===== config.mk =====
export PLATFORM = sky130hd
export DESIGN_NAME = mems_config_ctrl
export DESIGN_NICKNAME = d
export VERILOG_FILES = /design/src/rtl/mems_cfg_pkg.sv /design/src/rtl/mems_cycle_timer.sv /design/src/rtl/mems_config_ctrl.sv
export SDC_FILE = /design/constraint.sdc
export NUM_CORES = 1
export LEC_CHECK = 0
export CORE_ASPECT_RATIO = 1.2
export CORE_MARGIN = 2
export CORE_UTILIZATION = 50
export CTS_BUF_LIST = sky130_fd_sc_hd__clkbuf_16
export CTS_CLUSTER_DIAMETER = 40
export DETAILED_ROUTE_END_ITERATION = 10
export GPL_TIMING_DRIVEN = 0
export PLACE_DENSITY_LB_ADDON = 0.2
export SLEW_MARGIN = 20
export SYNTH_ARGS = -nofsm -noshare
export SYNTH_HDL_FRONTEND = slang
export SYNTH_HIERARCHICAL = 1
export SYNTH_SLANG_ARGS = --single-unit

===== constraint.sdc =====
create_clock -name sclk -period 3.9 [get_ports sclk]
set_input_delay 0.975 -clock sclk [delete_from_list [all_inputs] [get_ports sclk]]
set_output_delay 0.975 -clock sclk [all_outputs]
set_load 0.03 [all_outputs]

===== src/rtl/mems_cfg_pkg.sv =====
// Shared definitions for the MEMS configuration sequencer: state encoding,
// clock constant, default readback check and the readback field layout.
// Optional feature macro used by the top: MEMS_AUTO_START_EN.
package mems_cfg_pkg;

    // System clock frequency; the default cycle counts are derived from it.
    localparam int SCLK_HZ = 50_000_000;

    // Default readback check: low word must read back 3000 (0x0BB8).
    localparam logic [31:0] DEF_CHK_MASK  = 32'h0000_FFFF;
    localparam logic [31:0] DEF_CHK_VALUE = 32'h0000_0BB8;

    typedef enum logic [3:0] {
        ST_IDLE,
        ST_LAUNCH,
        ST_WAIT_RD,
        ST_SETTLE,
        ST_CHECK,
        ST_FAIL,
        ST_GAP,
        ST_DONE,
        ST_ERROR
    } mems_state_e;

    // Readback as returned by the SPI engine: word 1 in the upper half.
    typedef struct packed {
        logic [15:0] hi;
        logic [15:0] lo;
    } readback_t;

    // Largest of three cycle counts, used to size the shared timer.
    function automatic int mems_max3(input int a, input int b, input int c);
        int m;
        m = (a > b) ? a : b;
        m = (m > c) ? m : c;
        return (m < 2) ? 2 : m;
    endfunction

endpackage


===== src/rtl/mems_cycle_timer.sv =====
// Loadable saturating down-counter. done is high while the count is zero.
// One instance serves timeout, settle, gap and power-on delays; the owner
// reloads it on each state entry.
module mems_cycle_timer #(
    parameter int             W       = 8,
    parameter logic [W-1:0]   RST_VAL = '0
) (
    input  logic          sclk,
    input  logic          rst_n,
    input  logic          load,
    input  logic [W-1:0]  load_val,
    output logic          done
);

    logic [W-1:0] cnt_q, cnt_d;

    // Next count: load wins, otherwise step down and stick at zero.
    always_comb begin
        cnt_d = cnt_q;
        if (load) begin
            cnt_d = load_val;
        end else if (cnt_q != '0) begin
            cnt_d = cnt_q - 1'b1;
        end
    end

    // Count register.
    always_ff @(posedge sclk or negedge rst_n) begin
        if (!rst_n) begin
            cnt_q <= RST_VAL;
        end else begin
            cnt_q <= cnt_d;
        end
    end

    assign done = (cnt_q == '0);

endmodule


===== src/rtl/mems_config_ctrl.sv =====
// MEMS configuration sequencer. Pulses config_mems to the SPI engine, waits
// for the readback window to close, samples {H,L} after a settle delay and
// checks it against CHK_MASK/CHK_VALUE. Failures (mismatch or timeout) are
// retried after an idle gap up to MAX_RETRY times before latching an error.
// Optional feature: define MEMS_AUTO_START_EN to launch once automatically
// POR_CYC cycles after reset.
module mems_config_ctrl
    import mems_cfg_pkg::*;
#(
    parameter int          TIMEOUT_CYC = SCLK_HZ / 10,
    parameter int          SETTLE_CYC  = 3,
    parameter int          MAX_RETRY   = 3,
    parameter int          GAP_CYC     = SCLK_HZ / 1000,
    parameter logic [31:0] CHK_MASK    = DEF_CHK_MASK,
    parameter logic [31:0] CHK_VALUE   = DEF_CHK_VALUE,
    parameter int          POR_CYC     = SCLK_HZ / 100
) (
    input  logic         sclk,
    input  logic         rst_n,
    input  logic         start,
    input  logic         clear_err,
    input  logic         receive_done,
    input  logic [15:0]  receive_data_L,
    input  logic [15:0]  receive_data_H,
    output logic         config_mems,
    output logic [31:0]  readback,
    output logic         readback_valid,
    output logic         cfg_ok,
    output logic         cfg_err,
    output logic         busy,
    output logic [3:0]   retry_cnt
);

    // Timer is a down-counter loaded with N-1 so that a state lasts N cycles.
    localparam int              TW        = $clog2(mems_max3(TIMEOUT_CYC, GAP_CYC, POR_CYC));
    localparam logic [TW-1:0]   TO_LD     = TW'(TIMEOUT_CYC - 1);
    localparam logic [TW-1:0]   SETTLE_LD = TW'(SETTLE_CYC - 1);
    localparam logic [TW-1:0]   GAP_LD    = TW'(GAP_CYC - 1);
    localparam logic [3:0]      RETRY_MAX = 4'(MAX_RETRY);
`ifdef MEMS_AUTO_START_EN
    // Timer comes out of reset already counting the power-on delay.
    localparam logic [TW-1:0]   TMR_RST   = TW'(POR_CYC - 1);
`else
    localparam logic [TW-1:0]   TMR_RST   = '0;
`endif

    mems_state_e    state_q, state_d;
    logic           rx_done_q, rx_done_d;
    readback_t      readback_q, readback_d;
    logic           rb_valid_q, rb_valid_d;
    logic           cfg_ok_q, cfg_ok_d;
    logic           cfg_err_q, cfg_err_d;
    logic [3:0]     retry_q, retry_d;
    logic           config_mems_q, config_mems_d;
    logic           busy_q, busy_d;
`ifdef MEMS_AUTO_START_EN
    logic           por_pend_q, por_pend_d;
`endif

    logic           tmr_load;
    logic [TW-1:0]  tmr_val;
    logic           tmr_done;
    logic           rd_fall;

    mems_cycle_timer #(
        .W       (TW),
        .RST_VAL (TMR_RST)
    ) u_timer (
        .sclk     (sclk),
        .rst_n    (rst_n),
        .load     (tmr_load),
        .load_val (tmr_val),
        .done     (tmr_done)
    );

    // The readback window closes on the falling edge of receive_done.
    assign rd_fall = rx_done_q & ~receive_done;

    // Next state, timer control and flag updates.
    always_comb begin
        state_d    = state_q;
        rx_done_d  = receive_done;
        readback_d = readback_q;
        rb_valid_d = 1'b0;
        cfg_ok_d   = cfg_ok_q;
        cfg_err_d  = cfg_err_q;
        retry_d    = retry_q;
        tmr_load   = 1'b0;
        tmr_val    = '0;
`ifdef MEMS_AUTO_START_EN
        por_pend_d = por_pend_q;
`endif

        case (state_q)
            ST_IDLE: begin
                if (start) begin
                    state_d = ST_LAUNCH;
                    retry_d = '0;
`ifdef MEMS_AUTO_START_EN
                end else if (por_pend_q && tmr_done) begin
                    state_d = ST_LAUNCH;
                    retry_d = '0;
`endif
                end
            end
            ST_LAUNCH: begin
                tmr_load = 1'b1;
                tmr_val  = TO_LD;
                state_d  = ST_WAIT_RD;
            end
            ST_WAIT_RD: begin
                // A closing window beats a timeout landing in the same cycle.
                if (rd_fall) begin
                    tmr_load = 1'b1;
                    tmr_val  = SETTLE_LD;
                    state_d  = ST_SETTLE;
                end else if (tmr_done) begin
                    state_d = ST_FAIL;
                end
            end
            ST_SETTLE: begin
                if (tmr_done) begin
                    readback_d = '{hi: receive_data_H, lo: receive_data_L};
                    rb_valid_d = 1'b1;
                    state_d    = ST_CHECK;
                end
            end
            ST_CHECK: begin
                if ((readback_q & CHK_MASK) == CHK_VALUE) begin
                    cfg_ok_d = 1'b1;
                    state_d  = ST_DONE;
                end else begin
                    state_d = ST_FAIL;
                end
            end
            ST_FAIL: begin
                if (retry_q < RETRY_MAX) begin
                    retry_d  = retry_q + 4'd1;
                    tmr_load = 1'b1;
                    tmr_val  = GAP_LD;
                    state_d  = ST_GAP;
                end else begin
                    cfg_err_d = 1'b1;
                    state_d   = ST_ERROR;
                end
            end
            ST_GAP: begin
                if (tmr_done) begin
                    state_d = ST_LAUNCH;
                end
            end
            ST_DONE: begin
                if (start) begin
                    retry_d = '0;
                    state_d = ST_LAUNCH;
                end
            end
            ST_ERROR: begin
                if (clear_err) begin
                    cfg_err_d = 1'b0;
                    retry_d   = '0;
                    state_d   = ST_IDLE;
                end
            end
            default: begin
                state_d = ST_IDLE;
            end
        endcase

        // Every launch starts with a fresh verdict; any launch consumes the
        // pending power-on request.
        if (state_d == ST_LAUNCH) begin
            cfg_ok_d = 1'b0;
`ifdef MEMS_AUTO_START_EN
            por_pend_d = 1'b0;
`endif
        end
    end

    // Registered outputs decoded from the next state so they line up with it.
    always_comb begin
        config_mems_d = (state_d == ST_LAUNCH);
        busy_d        = !(state_d inside {ST_IDLE, ST_DONE, ST_ERROR});
    end

    // State and output registers.
    always_ff @(posedge sclk or negedge rst_n) begin
        if (!rst_n) begin
            state_q       <= ST_IDLE;
            rx_done_q     <= 1'b0;
            readback_q    <= '0;
            rb_valid_q    <= 1'b0;
            cfg_ok_q      <= 1'b0;
            cfg_err_q     <= 1'b0;
            retry_q       <= '0;
            config_mems_q <= 1'b0;
            busy_q        <= 1'b0;
        end else begin
            state_q       <= state_d;
            rx_done_q     <= rx_done_d;
            readback_q    <= readback_d;
            rb_valid_q    <= rb_valid_d;
            cfg_ok_q      <= cfg_ok_d;
            cfg_err_q     <= cfg_err_d;
            retry_q       <= retry_d;
            config_mems_q <= config_mems_d;
            busy_q        <= busy_d;
        end
    end

`ifdef MEMS_AUTO_START_EN
    // Power-on launch request, armed by reset.
    always_ff @(posedge sclk or negedge rst_n) begin
        if (!rst_n) begin
            por_pend_q <= 1'b1;
        end else begin
            por_pend_q <= por_pend_d;
        end
    end
`endif

    assign config_mems    = config_mems_q;
    assign readback       = readback_q;
    assign readback_valid = rb_valid_q;
    assign cfg_ok         = cfg_ok_q;
    assign cfg_err        = cfg_err_q;
    assign busy           = busy_q;
    assign retry_cnt      = retry_q;

endmodule

== Word level (Yosys, flattened, before mapping) ==
Index checks and enable logic that the tools add are counted.
Widths: inputs -> output; s select.

* Bits in registers: 69
* Bits of input ports: 37
* Output and inout bits: 41
* Logic and storage cells: 77

* Add/subtract/negate cells: 2
* Magnitude comparators: 1
* Equal/unequal tests: 16
* Mux-type cells: 29
* Bitwise gates (word level): 2
* Reductions and logical operators: 16

{| class="wikitable"
|+ Operator list
! operator !! number
|-
| $pmux 23 s3 || 1
|-
| $mux 23 || 2
|-
| $mux 4 || 10
|-
| $pmux 4 s8 || 1
|-
| $logic_not 23->1 || 1
|-
| $reduce_bool 23->1 || 1
|-
| $sub 23x1->23 const B || 1
|-
| $eq 4x3->1 const B || 5
|-
| $eq 16x12->1 const B || 1
|-
| $mux 16 || 1
|-
| $pmux 4 s3 || 1
|-
| $mux 1 || 9
|-
| $eq 4x1->1 const B || 2
|-
| $eq 4x2->1 const B || 2
|-
| $eq 4x4->1 const B || 2
|-
| $logic_not 4->1 || 2
|-
| $reduce_bool 2->1 || 4
|-
| $ne 2x2->1 const B || 3
|-
| $reduce_bool 3->1 || 2
|-
| $add 4x1->4 const B || 1
|-
| $lt 4x2->1 const B || 1
|-
| $mux 2 || 2
|-
| $reduce_and 2->1 || 2
|-
| $reduce_and 4->1 || 1
|-
| 8 further kinds || 8
|}

== Depth between registers and ports, before layout ==
* Depth in word-level cells: 7
* Mapped depth: 11
* Gate-level depth less buffers: 10

== By module ==
Netlist, hierarchy kept.

{| class="wikitable"
|+ Modules (own cells, without submodules)
! module !! instances !! cells each !! area each (µm²) !! seq. area each (µm²)
|-
| mems_config_ctrl || 1 || 220 || 2058.2 || 1151.1
|-
| mems_cycle_timer || 1 || 137 || 1305.0 || 575.6
|}

== Worst setup path after synthesis ==
No wires, ideal clock.

* Kind: reg2reg
* Start: register u_timer.cnt_q[12]
* End: register cfg_ok_q, in the netlist cfg_ok
* Library setup time: 0.128 ns
* Arrival time: 2.533 ns
* Required time: 3.772 ns
* Slack: 1.239 ns
* Stages on the path, launching flop included: 9
* Buffers on the path: 0
* Period minus slack after synthesis: 2.661 ns
* Cells stage by stage: dfrtp_1 -> nor4_4 -> nand4_4 -> nor4_1 -> and2_1 -> o22ai_1 -> a211o_1 -> nor3b_2 -> o21ai_1

* Cells in the longest elaborated chain, start to end: 7
* Elaborated cells between the ends (all ways): 11
* Those cells by class: 1 x eq/ne; 6 x mux; 4 x reduce/logical

{| class="wikitable"
|+ Ends and longest elaborated chain
! what !! RTL line !! RTL
|-
| start, declared || mems_cycle_timer.sv:15 || <nowiki>logic [W-1:0] cnt_q, cnt_d;</nowiki>
|-
| start signal, assigned || mems_cycle_timer.sv:32 || <nowiki>cnt_q <= cnt_d;</nowiki>
|-
| $logic_not 23->1 * || mems_cycle_timer.sv:36 || <nowiki>assign done = (cnt_q == '0);</nowiki>
|-
| net tmr_done || mems_config_ctrl.sv:62 || <nowiki>logic tmr_done;</nowiki>
|-
| $mux 4 || mems_config_ctrl.sv:117 || <nowiki>end else if (tmr_done) begin</nowiki>
|-
| $mux 4 || mems_config_ctrl.sv:113 || <nowiki>if (rd_fall) begin</nowiki>
|-
| $pmux 4 s8 * || mems_config_ctrl.sv:94 || <nowiki>case (state_q)</nowiki>
|-
| net state_d[2] || mems_config_ctrl.sv:47 || <nowiki>mems_state_e state_q, state_d;</nowiki>
|-
| $eq 4x1->1 * || n/a ||
|-
| net config_mems_d || mems_config_ctrl.sv:54 || <nowiki>logic config_mems_q, config_mems_d;</nowiki>
|-
| $reduce_bool 2->1 (no source line) || n/a ||
|-
| $reduce_and 2->1 (no source line) || n/a ||
|-
| end signal, assigned || mems_config_ctrl.sv:203 || <nowiki>cfg_ok_q <= cfg_ok_d;</nowiki>
|-
| end, declared || mems_config_ctrl.sv:51 || <nowiki>logic cfg_ok_q, cfg_ok_d;</nowiki>
|}

Mark *: on every way through the listed nets, which the timed path passes. The rest lies on a longest branch.
A chain may end at the register's enable or synchronous reset.

== Worst setup path in the final report ==
* Start: register u_timer.cnt_q[1]
* End: register cfg_ok_q, in the netlist cfg_ok

Same word-level chain as after synthesis.

==> reports/results.txt <==
Setup Crit Path Kind -> flop to flop
R2R depth -> 10
DR WL/cell -> 14.2 um
Most used DFF post-synth -> dfrtp_1
Main combinational cell family by area after synthesis -> simple AND/OR/NAND/NOR gates
Status -> finished clean
Sequential fraction of the synthesis area -> 51.3%
Total Power -> 2.94 mW
Vias in the first global route -> 2965
CTS buffer count -> 9
Global-route wire length before repair -> 13600 um
Fin crit share -> 81.6%
Comb pwr share -> 35.7%
Yosys top cell by area -> dfrtp_1
Gr ovfl total -> 0
DRT iter0 DRCs -> 161
Mux cell area share after synthesis -> 1.60%
CP endpoint kind -> flop
Hold Fails Final Rpt -> 0
Least-Margin Pin Slew -> 1.08 ns
Vias per cell -> 5.06
Clk_lat worst skew -> 0.33 ns
Post-synth ARST share -> 100%
Design Area, Final -> 4610 um2
Die Y -> 93.8 um
Fraction of synthesized cell area in xor and xnor cells -> 5.21%
Starting Density -> 51.9%
ANT cells -> 0
Post-route DRC -> 0
Top-Level Pins -> 78
Largest net degree at the start of global routing -> 59
Routed wire length -> 7700 um
CP Max Fanout -> 10
Share of cells above drive strength 1 -> 10.0%
Fillers -> 509
Simple-gate portion of the synthesized area -> 28.7%
Htree depth -> 3
Initial antenna violation count -> 0
Post-placement cell area -> 4290 um2
Clock Power Share -> 29.2%
Part of the power in registers -> 35.1%
Core area -> 6490 um2
Max Cap Viol -> 0
P_int -> 1.89 mW
Layout area overhead -> 37.0%
CTS Sinks -> 69
Postcts setup bufs -> 0
Avg Inst Size Synth -> 9.42 um2
#FFs+latches synth -> 69
Mapped Cells -> 357
CTS tree -> yes
Die area -> 7400 um2
Clk root buf -> clkbuf_16
Arr. time, crit path -> 3.39 ns
Die X -> 78.9 um
Final Max Tran Viols -> 0
Yosys top cell area share -> 51.3%
Relative slew slack -> 27.1%
TNS Setup -> 0 ns
Multi-input gate area -> 1560 um2
Post-DP HPWL -> 5440 um
Mapped Area -> 3360 um2
Global Route Usage Sum -> 23.3%
Synth Area in Adders -> 0.744%
Leakage power figure -> 1.99 nW
Layout Skew -> 0.00681 ns
Resized cells post-CTS -> 0
Area contributors post-synth -> dfrtp_1, nand2_1, xnor2_1
Critical Path Start Type -> flop
PD cells -> 638 nW/um2
F_max -> 314 MHz
Worst Hold Class -> input pin to asynchronous set/reset pin
Post-DRT Antenna Nets -> 0
Total number of vias -> 2746
Minimum clock period -> 3.18 ns
Yosys cell types -> 56
# rows -> 32
Sw Ratio -> 35.7%
Synth Area in Compound Gates -> 9.19%
CTS Hold Bufs -> 0
Pre-antenna DRT Iters -> 4
Net Switching -> 1.05 mW
Post-synth EDFFs -> 0
Clk buf depth -> 2
Clock transition time at the flip-flop clock pins of the worst setup and hold paths -> 0.06 ns
Peak supply drop -> 0.349 mV
PortBufs -> 77
Yosys warns -> 6
Unrepaired setup endpoints after global routing -> false
Final setup violation count -> 0
Nets@finish -> 492
CP Data Required Time -> 4.11 ns
Placer Congestion -> 0.865
Sequential Area -> 1730 um2
cells by family after synthesis:
logic type      count (synthesis)
compound gates                 46
xor+xnor                       20
fa+ha+maj                       2
buf+inv                        21
flops                          69
mux                             5
other cells                     1
simple gates                  193
power by group through the flow:
stage                     registers [mW]  logic [mW]  clock network, mW
after global routing                1.05        1.17              0.903
after CTS                           1.03        1.05              0.869
final                               1.03        1.05              0.859
after detailed placement            1.04        1.04                  0
after global placement              1.03        1.01                  0
after floorplan                     1.09       0.680                  0
worst max-delay path, cell delays in order, from the launching register on:
cell,delay [ns]
dfrtp_1,0.39
inv_1,0.09
ha_1,0.18
nand2b_1,0.12
nand2b_1,0.15
buf_2,0.21
nor4_1,0.90
mux2_2,0.42
o22ai_1,0.26
nor3b_2,0.26
o21ai_1,0.08
metrics by stage:
stage | instances | hold WS, ns | worst slack [ns] | util [%]
floorplan | 364 | 0.538 | 1.24 | -
global placement | 526 | 0.458 | -0.468 | 65.8
detailed placement | 527 | 0.470 | 0.774 | 66.2
CTS | 543 | 0.483 | 0.756 | 71.0
global route | 543 | 0.489 | 0.406 | 71.0
finish | 543 | 0.477 | 0.718 | 71.0
per-layer routing:
metal / vias to the layer above / routed length (um) / global-route usage (%)
li1: 1386 / - / -
met1: 1278 / 3260 / 27.6
met2: 72 / 3650 / 38.6
met3: 10 / 682 / 9.90
met4: 0 / 111 / 6.61
met5: - / 0 / 0
state kept, by name, indices dropped and copies added (netlist names):
| signal | count |
|---|---|
| readback | 32 |
| u_timer/cnt_q | 23 |
| retry_cnt | 4 |
| state_q | 4 |
| busy | 1 |
| cfg_err | 1 |
| cfg_ok | 1 |
| config_mems | 1 |
| readback_valid | 1 |
| rx_done_q | 1 |
Yosys cell counts, types with 3 or more instances:
library cell and count:
a21o_1 4, and2_1 7, buf_2 3, buf_4 6, clkbuf_1 7, dfrtp_1 69
inv_1 5, mux2_2 3, nand2_1 125, nand2b_1 5, nand4_1 3, nor2_1 13
nor2b_1 5, nor3_1 6, nor4_1 5, o21ai_0 16, o31ai_1 8, xnor2_1 16
xor2_1 4
worst paths after layout:
check,startpoint,end,slack [ns]
max in group asynchronous,rst_n,state_q[0],2.89
worst min register to register,readback[16],readback[16],0.48
min in group sclk,readback[16],readback[16],0.48
worst min-delay path,rst_n,retry_cnt[3],0.48
worst max-delay path,u_timer/cnt_q[1],cfg_ok,0.72
worst max register to register,u_timer/cnt_q[1],cfg_ok,0.72
layout make-up:
cell class	count	area share, %
inverters	5	0.407
multi-input cells	274	33.8
repair buffers	78	17.3
clock inverters	7	1.96
flip-flops and latches	69	37.5
clock buffers	9	4.89
plain buffers	16	1.87
well taps	85	2.31
cells in the final DEF (no fill, tap or decap), types with 7 or more instances in the layout:
cell type | netlist | routed
nand2_1 | 125 | 125
clkdlybuf4s50_1 | 0 | 76
dfrtp_1 | 69 | 69
o21ai_0 | 16 | 16
xnor2_1 | 16 | 16
nor2_1 | 13 | 13
clkbuf_16 | 0 | 9
o31ai_1 | 8 | 8
conb_1 | 1 | 8
buf_4 | 6 | 7
and2_1 | 7 | 7
clkbuf_1 | 7 | 7
No activity file was read; power rests on OpenSTA's default activity.
==> edit 1, RTL diff (same flow settings) <==
The option `MEMS_AUTO_START_EN` is turned on by a define.
--- a/src/rtl/mems_config_ctrl.sv
+++ b/src/rtl/mems_config_ctrl.sv
@@ -4,6 +4,8 @@
 // retried after an idle gap up to MAX_RETRY times before latching an error.
 // Optional feature: define MEMS_AUTO_START_EN to launch once automatically
 // POR_CYC cycles after reset.
+`define MEMS_AUTO_START_EN
+
 module mems_config_ctrl
     import mems_cfg_pkg::*;
 #(
Formal check against the unedited RTL: same outputs for any inputs over 10 cycles, from zero or initial values and one cycle with rst_n low; that may be too few to reach the edited logic, so the function may still have changed.
==> edit 1 against the unedited design <==
Non-clock buffer count fell by 2. Worst setup slack better by 0.32 ns. Wire length decreased by 4.2%. Sequential cell count up 1. Sequential share of layout area grew 0.18 points. Area after synthesis grew 1.5%. Final area increased by 1.8%. Total power increased by 2.3%. Critical path type unchanged. Critical endpoint is now busy.
==> edit 1: results (changes against the unedited design) <==
| Metric | Value |
|---|---|
| Synth top cells by count | 58 x dfrtp_1, 34 x mux2_2, 29 x nand2_1, 16 x xnor2_1, 15 x o21ai_0 |
| CP max FO | 8 (-2) |
| Layout cell share with drive strength beyond 1 | 0.2267 (+0.1263) |
| R2R Path End | busy |
| Outcome | complete, no violations |
| Hold Slack | 0.4941 ns (+0.01693 ns) |
| Slowest CP cell | dfrtp_1 |
| Lkg Pwr | 1.919 nW (-3.6%) |
| Clock skew | 0.004770 ns (-0.002038 ns) |
| Drt total wl | 7.377 mm (-4.2%) |
| Via Count | 2,589 (-5.7%) |
| Flop-to-flop setup slack | 1.03 ns (+0.32 ns) |
| Worst r2r src | u_timer/cnt_q[12] |
| Worst vdd ir | 420.6 µV (+21%) |
| Hold Path Class | reg -> reg |
| Drt wl/cell | 15.24 µm (+7.5%) |
| Register area | 1767 µm² (+2.3%) |
| Starting DRT DRC Count | 122 (-24%) |
| Cell Area, Placed | 4350 µm² (+1.4%) |
| Final layout net count | 431 (-12%) |
| Fillers | 507 (-0.39%) |
| Global-route wire length before repair | 12.48 mm (-8.3%) |
| Placer Congestion | 0.8258 (-4.6%) |
| CP peak stage delay | 0.46 ns (-0.44 ns) |
| Number of global-route vias before repair | 2,660 (-10%) |
| Cells after Synth | 296 (-17%) |
| Synth top area cells | dfrtp_1 43%, mux2_2 11%, dfstp_2 9.2%, xnor2_1 4.1%, nand2_1 3.2% |
| Placed Cells | 468 (-11%) |
| Dpl ws | 0.9392 ns (+0.1656 ns) |
[edit 1: cell types whose count changed after synthesis, sizes merged, moves of 3 or more]
cell / before / now
nor2b: 5 / 0
nand2: 125 / 29
dfrtp: 69 / 58
nor4: 8 / 12
inv: 5 / 8
and2: 7 / 3
a21oi: 3 / 7
mux2: 3 / 34
dfstp: 0 / 12
[edit 1: power breakdown]
group	total (mW)	internal (mW)	switching, mW	leakage [nW]
sequential	1.07	0.920	0.154	0.836
clock	0.928	0.622	0.306	0.167
combinational	1.00	0.442	0.563	0.916
total	3.01	1.98	1.02	1.92
[edit 1: logic make-up after synthesis]
group	share of synthesized area
muxes	0.1209
DFF	0.5174
adders and majority gates	0.007328
AOI/OAI and AO/OA	0.08134
and+or+nand+nor	0.1905
buffers and inverters	0.03005
xor gates and xnor gates	0.05130
other	0.001098
[edit 1: final cells by class]
type                            count  share of cell area
Tap cell                           87             0.02321
Timing Repair Buffer               78              0.1696
Inverter                            8            0.006402
Sequential cell                    70              0.3766
Buffer                             14             0.01547
Clock inverter                      7             0.02454
Multi-Input combinational cell    211              0.3361
Clock buffer                        9             0.04801
[edit 1: worst max-delay path by stage]
stage	start	end	slack, ns	cells after the start
after global placement	rst_n	readback[18]	-0.58	1
after global routing	u_timer/cnt_q[5]	retry_cnt[3]	0.75	10
final	u_timer/cnt_q[12]	busy	1.03	10
after detailed placement	receive_done	u_timer/cnt_q[20]	0.94	8
after floorplan	retry_cnt[0]	u_timer/cnt_q[22]	1.29	7
after CTS	u_timer/cnt_q[12]	busy	1.03	10
[edit 1: routing by layer]
| layer | track usage | share of wire | up-vias | routed length [µm] |
|---|---|---|---|---|
| met5 | 0 | 0 | - | 0 |
| met4 | 0.07759 | 0.014 | 0 | 104 |
| met3 | 0.07361 | 0.057 | 11 | 421 |
| met2 | 0.3571 | 0.52 | 65 | 3820 |
| met1 | 0.2584 | 0.41 | 1273 | 3030 |
| li1 | - | - | 1240 | - |
==> edit 2, RTL diff (same flow settings) <==
Without the edit above. Put one more register stage on the output `retry_cnt`, without a reset. The value now appears one clock later. The other outputs are not delayed to match.
--- a/src/rtl/mems_config_ctrl.sv
+++ b/src/rtl/mems_config_ctrl.sv
@@ -225,6 +225,8 @@
     assign cfg_ok         = cfg_ok_q;
     assign cfg_err        = cfg_err_q;
     assign busy           = busy_q;
-    assign retry_cnt      = retry_q;
+    always_ff @(posedge sclk) begin
+        retry_cnt <= retry_q;
+    end
 
 endmodule
Behaviour: not the same (Yosys sat finds a counterexample within 10 cycles, from zero or initial values and one cycle with rst_n low).
==> edit 2 against the unedited design <==
Area after synthesis is 2.4% higher. Worst setup slack better by 0.18 ns. Critical endpoint unchanged. Sequential cell count is 4 higher. Utilization is 2.1 points lower. Total power hardly changed. Non-clock buffer count stayed put. Critical path depth is 3 lower. Wire length is 3.1% higher. Largest power group is now sequential cells. Final area is 1.4% higher.
==> edit 2: results (changes against the unedited design) <==
| Metric | Value |
|---|---|
| Seq/Total Area, Yosys | 0.5247 (+0.01132) |
| Cell Area, Placed | 4367 µm² (+1.7%) |
| Met2 Resource Use GR | 0.3810 (-0.005088) |
| Post-Layout Cell Count | 549 (+1.1%) |
| Mapped Avg Cell Area | 9.538 µm² (+1.2%) |
| Netlist cell types | 58 (+3.6%) |
| Hold Path Class | reg -> reg |
| Clock Power Share | 0.274 (-0.018) |
| Met2 WL | 3.991 mm (+9.4%) |
| GR Layer Usage met3 | 0.06883 (-0.03020) |
| Vias/cell | 5.126 (+1.4%) |
| Global Route Usage Sum | 0.2250 (-0.007529) |
| Synth Area in XOR/XNOR | 0.05087 (-0.001211) |
| Final layout net count | 496 (+0.81%) |
| Met1 wire length | 3.263 mm (+0.25%) |
| Switch Pwr | 1.067 mW (+1.7%) |
| P_clk | 0.804 mW (-6.4%) |
| Outcome | complete, no violations |
| DP HPWL | 5.626 mm (+3.4%) |
| Post-synthesis mux area share | 0.01563 (-0.0003720) |
| Lkg Pwr | 2.013 nW (+1.1%) |
| Global-route wire length before repair | 13.28 mm (-2.4%) |
| CP Data Arrival Time | 3.20 ns (-0.19 ns) |
| Placed Cells | 533 (+1.1%) |
| Starting DRT DRC Count | 155 (-3.7%) |
[edit 2: cell count changes after synthesis, sizes merged]
cell   delta
dfxtp     +4
[edit 2: worst paths after layout]
kind                            slack, ns  cells after the start           endpoint              start
worst max-delay path                 0.90                      7             cfg_ok  u_timer/cnt_q[12]
worst min register to register       0.40                      0       retry_cnt[3]         retry_q[3]
worst min-delay path                 0.40                      0       retry_cnt[3]         retry_q[3]
max in group asynchronous            2.78                      2        readback[8]              rst_n
min in group asynchronous            0.57                      1  u_timer/cnt_q[13]              rst_n
worst max register to register       0.90                      7             cfg_ok  u_timer/cnt_q[12]
[edit 2: final cells by class]
| cell class | instances | area [µm²] |
|---|---|---|
| Multi-Input combinational cell | 274 | 1572 |
| Tap cell | 87 | 108.9 |
| Sequential cell | 73 | 1807 |
| Clock buffer | 9 | 225.2 |
| Clock inverter | 7 | 71.32 |
| Inverter | 5 | 18.77 |
| Buffer | 16 | 78.83 |
| Fill cell | 514 | 2102 |
| Timing Repair Buffer | 78 | 788.3 |
